[src/rtl/bootrom_dtim_loader.sv]
// rtl/bootrom_dtim_loader.sv - copies a run of boot ROM words into DTIM and sums them
module bootrom_dtim_loader #(
    parameter int ROM_AW = 11,
    parameter int DW     = 32,
    parameter int RAM_AW = 12,
    parameter int CNT_W  = 12
) (
    input  logic              clock,
    input  logic              reset_n,
    input  logic              start,
    input  logic [ROM_AW-1:0] src_base,
    input  logic [RAM_AW-1:0] dst_base,
    input  logic [CNT_W-1:0]  word_count,
    output logic              busy,
    output logic              done,
    output logic [DW-1:0]     checksum,
    output logic              rom_me,
    output logic              rom_oe,
    output logic [ROM_AW-1:0] rom_address,
    input  logic [DW-1:0]     rom_q,
    output logic              ram_wen,
    output logic [RAM_AW-1:0] ram_waddr,
    output logic [DW-1:0]     ram_wdata,
    input  logic              ram_ready
);

    typedef enum logic [2:0] {
        IDLE,
        ISSUE,
        CAPTURE,
        WRITE,
        DONE
    } state_t;

    state_t            state_q, state_d;
    logic [ROM_AW-1:0] src_q;
    logic [RAM_AW-1:0] dst_q;
    logic [CNT_W-1:0]  cnt_q;
    logic [CNT_W-1:0]  idx_q;
    logic [CNT_W-1:0]  idx_inc;
    logic [DW-1:0]     hold_q;
    logic [DW-1:0]     sum_q;

    assign idx_inc = idx_q + CNT_W'(1);

    // Address outputs are derived from registers only, so they collapse to zero
    // the moment reset asserts and stay stable across RAM back-pressure.
    assign rom_address = src_q + ROM_AW'(idx_q);
    assign ram_waddr   = dst_q + RAM_AW'(idx_q);
    assign ram_wdata   = hold_q;
    assign checksum    = sum_q;

    always_ff @(posedge clock or negedge reset_n) begin
        if (!reset_n) begin
            state_q <= IDLE;
            src_q   <= '0;
            dst_q   <= '0;
            cnt_q   <= '0;
            idx_q   <= '0;
            hold_q  <= '0;
            sum_q   <= '0;
        end else begin
            state_q <= state_d;
            case (state_q)
                IDLE: begin
                    if (start) begin
                        src_q <= src_base;
                        dst_q <= dst_base;
                        cnt_q <= word_count;
                        idx_q <= '0;
                        sum_q <= '0;
                    end
                end
                CAPTURE: hold_q <= rom_q;
                WRITE: begin
                    if (ram_ready) begin
                        sum_q <= sum_q + hold_q;
                        idx_q <= idx_inc;
                    end
                end
                default: ;
            endcase
        end
    end

    always_comb begin
        state_d = state_q;
        busy    = 1'b0;
        done    = 1'b0;
        rom_me  = 1'b0;
        rom_oe  = 1'b0;
        ram_wen = 1'b0;
        case (state_q)
            IDLE: begin
                if (start) begin
                    state_d = (word_count != '0) ? ISSUE : DONE;
                end
            end
            ISSUE: begin
                busy    = 1'b1;
                rom_me  = 1'b1;
                state_d = CAPTURE;
            end
            CAPTURE: begin
                busy    = 1'b1;
                rom_oe  = 1'b1;
                state_d = WRITE;
            end
            WRITE: begin
                busy    = 1'b1;
                ram_wen = 1'b1;
                if (ram_ready) begin
                    state_d = (idx_inc == cnt_q) ? DONE : ISSUE;
                end
            end
            DONE: begin
                done    = 1'b1;
                state_d = IDLE;
            end
            default: state_d = IDLE;
        endcase
    end

endmodule

[config.mk]
export PLATFORM = sky130hd
export DESIGN_NAME = bootrom_dtim_loader
export DESIGN_NICKNAME = d
export VERILOG_FILES = /design/src/rtl/bootrom_dtim_loader.sv
export SDC_FILE = /design/constraint.sdc
export NUM_CORES = 1
export LEC_CHECK = 0
export ABC_AREA = 1
export CAP_MARGIN = 20
export CORE_MARGIN = 3
export CORE_UTILIZATION = 45
export DETAILED_ROUTE_END_ITERATION = 16
export MAX_ROUTING_LAYER = met4
export PLACE_DENSITY = 0.72
export SYNTH_ARGS = -nofsm -noshare
export SYNTH_HDL_FRONTEND = slang
export SYNTH_SLANG_ARGS = --single-unit
export TNS_END_PERCENT = 30
[constraint.sdc]
create_clock -name clock -period 3.1 [get_ports clock]
set_input_delay 0.93 -clock clock [delete_from_list [all_inputs] [get_ports clock]]
set_output_delay 0.93 -clock clock [all_outputs]
set_load 0.03 [all_outputs]
==> out/results.tsv <==
metric	value	unit
critical_path_required	2.17	ns
place.port_buffers	162	
post_dp_cell_area	9530	µm²
wl_per_cell	16.3	µm
drt-pass1-iter-count	5	
finalClockSkew	0.0150	ns
place_inst	1393	
die_h	136	µm
fin_crit_sh	104	%
hold_ws	0.485	ns
crit_type	reg2out	
fin_crit	3.23	ns
start_util	46.9	%
htreeDepth	4	
grt_use_total	26.3	%
r2r_cells	12	
cp_max_fo	4	
critPathMostFrequentCell	nand2_2	
cts-buffers-inserted	17	
grt_first_pass_wirelength	37.1	mm
syn_area	7610	µm²
rows	46	
drt-total-wl	23.5	mm
ys_ff_latch	114	
cts-root-buf	clkbuf_16	
grt_max_degree	47	
cts_tree	done	
synth_cell_types	40	
cp_slowest_cell	dfrtp_1	
fin_cells	1442	
overflow	0	
worst_slack	-0.127	ns
drv_cap	0	
cts_buffer_depth	2	
max_stage_delay	0.39	ns
final_nets	1339	
slew_viol_final	0	
arrival	2.30	ns
yosysSeqAreaShare	37.5	%
dpl.hpwl	17.4	mm
crit_chain	buf_6, buf_6, ha_4, a21oi_2, nand2_2, nand3_2, nand2_2, nand3_2, nand2_2, a31oi_4, xnor2_1, buf_4	
design.core.area	16200	µm²
routed_via_density	5.26	
slew_headroom	60.8	%
cp-start-kind	flop	
drc	0	
antenna_left	0	
clock_sinks	114	
tightest_slew	0.582	ns
min_path_type	in2async	
antenna_found_initial	1	
fmax	310	MHz
syn_nets	1140	
die_area	18500	µm²
violations	negative setup slack	
n_fill_cell	1412	
via_count	7583	
drive_above_1_share	13.6	%
synthArstFlopShare	100	%
worstReg2RegEnd	checksum[30]$_DFFE_PN0P_	
clkTransAtPathRegs	0.06	ns
status	complete, but fails checks	
worstReg2RegStart	ram_wdata[0]$_DFFE_PN0P_	
fp.dieW	136	µm
ctsHoldBuffers	0	
design_area	10500	µm²
hold_viol	0	
synth_edf_count	0	
ys.flop_type	dfrtp_1	
avgSynthCellArea	7.52	µm²
rsz0062_at_grt	yes	
first_global_vias	7198	
cp-end-kind	output pin	
gp_congestion	0.979	
yosys_warnings	0	
insertion_delay	0.42	ns
num_io_pins	163	
finalSetupViolations	9	
areaGrowthSynthToFinish	38.1	%
drtIter0Drc	554	
reg2reg_slack	0.43	ns
fin_util	64.8	%
synthCells	1013	
==> per-stage QoR <==
step,worst slack (ns),TNS [ns]
after detailed placement,0.0888,0
after CTS,-0.169,-0.761
after floorplan,0.0695,0
after global placement,0.103,0
after global routing,-0.211,-1.42
final,-0.127,-0.559
==> synthesized netlist by cell type, types with 6 or more instances <==
cell type,n,share of area (%)
a21o_1,7,0.69
a21oi_1,64,4.2
a31oi_1,6,0.49
clkbuf_1,11,0.54
dfrtp_1,114,37
ha_1,53,8.7
inv_1,88,4.3
mux2_2,21,3.1
nand2_1,313,15
nand3_1,59,3.9
nand3b_1,6,0.59
nand4_1,12,0.99
nor2_1,84,4.1
nor3_1,12,0.79
o21ai_0,73,4.8
xnor2_1,15,1.7
xor2_1,17,2.0
==> how the worst max path moves through the flow <==
stage	from	to	slack (ns)	depth (start not counted)
3_3_place_gp	src_q[2]$_DFFE_PN0P_	rom_address[9]	0.10	7
5_1_grt	idx_q[2]$_DFFE_PN0P_	ram_waddr[9]	-0.21	12
4_1_cts	idx_q[0]$_DFFE_PN0P_	ram_waddr[8]	-0.17	9
3_5_place_dp	idx_q[1]$_DFFE_PN0P_	rom_address[8]	0.09	7
6_report	idx_q[2]$_DFFE_PN0P_	ram_waddr[9]	-0.13	12
2_1_floorplan	idx_q[0]$_DFFE_PN0P_	rom_address[8]	0.07	7
==> layout by cell type (no fill, tap or decap), drive strengths merged, types with 2 or more instances in the layout <==
master	synthesis	routed
fa	3	3
nor4	2	2
o2111ai	2	2
clkinv	0	6
o21a	5	5
clkbuf	11	22
nand3b	6	6
nor3	14	14
clkinvlp	0	4
nor2	84	84
o21bai	4	4
mux2	21	21
a21boi	3	3
ha	53	53
xor2	17	17
a21oi	64	64
o21ai	79	79
a31oi	6	6
buf	10	54
o31ai	3	3
xnor2	15	15
nand4	12	12
o22ai	5	5
nand3	59	59
nand2	316	316
clkdlybuf4s50	0	140
dfrtp	114	114
dlygate4sd2	0	3
a21o	7	7
or2	4	4
inv	91	93
==> flip-flops by register name, summed over array words and instances, names as in the netlist <==
signal and count:
state_q 3, ram_wdata 32, dst_q 12, cnt_q 12, checksum 32, idx_q 12
src_q 11
==> cell type report <==
class | count | area, µm² | share of cell area [%]
Multi-Input combinational cell | 787 | 4580 | 43.6
Sequential cell | 114 | 2850 | 27.1
Timing Repair Buffer | 201 | 1910 | 18.2
Clock buffer | 19 | 443 | 4.21
Inverter | 91 | 342 | 3.25
Tap cell | 216 | 270 | 2.57
Clock inverter | 13 | 111 | 1.06
Antenna cell | 1 | 2.50 | 0.0238
==> layer usage <==
| layer | track usage (%) | vias up | wire, µm |
|---|---|---|---|
| li1 | - | 3758 | - |
| met1 | 36.7 | 3556 | 11100 |
| met2 | 38.7 | 239 | 10300 |
| met3 | 5.22 | 30 | 1570 |
| met4 | 7.84 | 0 | 469 |
| met5 | - | - | 0 |
==> what timing repair did <==
action / in CTS / in global routing
resized for setup: 36 / 47
setup endpoints to repair: 17 / 15
gates cloned: 0 / 0
pin swaps: 12 / 13
endpoints found under the hold margin: 0 / 0
buffers inserted: 12 / 3
==> cells by family (layout without fill, tap and decap cells) <==
kind of cell / after synthesis / count (layout) / synth area share [%]
simple gates: 497 / 497 / 27.0
flops: 114 / 114 / 37.5
buf+inv: 112 / 324 / 6.18
other cells: 0 / 1 / 0
mux: 21 / 21 / 3.11
fa+ha+maj: 56 / 56 / 9.50
compound gates: 181 / 181 / 13.1
xor+xnor: 32 / 32 / 3.68
==> worst max-delay path: cells and delay by family, from the launching register on <==
| family | cells | cell delay (ns) |
|---|---|---|
| buf+inv | 3 | 0.42 |
| flops | 1 | 0.39 |
| simple gates | 5 | 0.38 |
| compound gates | 2 | 0.31 |
| fa+ha+maj | 1 | 0.23 |
| xor+xnor | 1 | 0.14 |
Power is left out: the tool's default activity adds up to more than one toggle a clock period on the data nets, which glitch-free logic cannot reach.
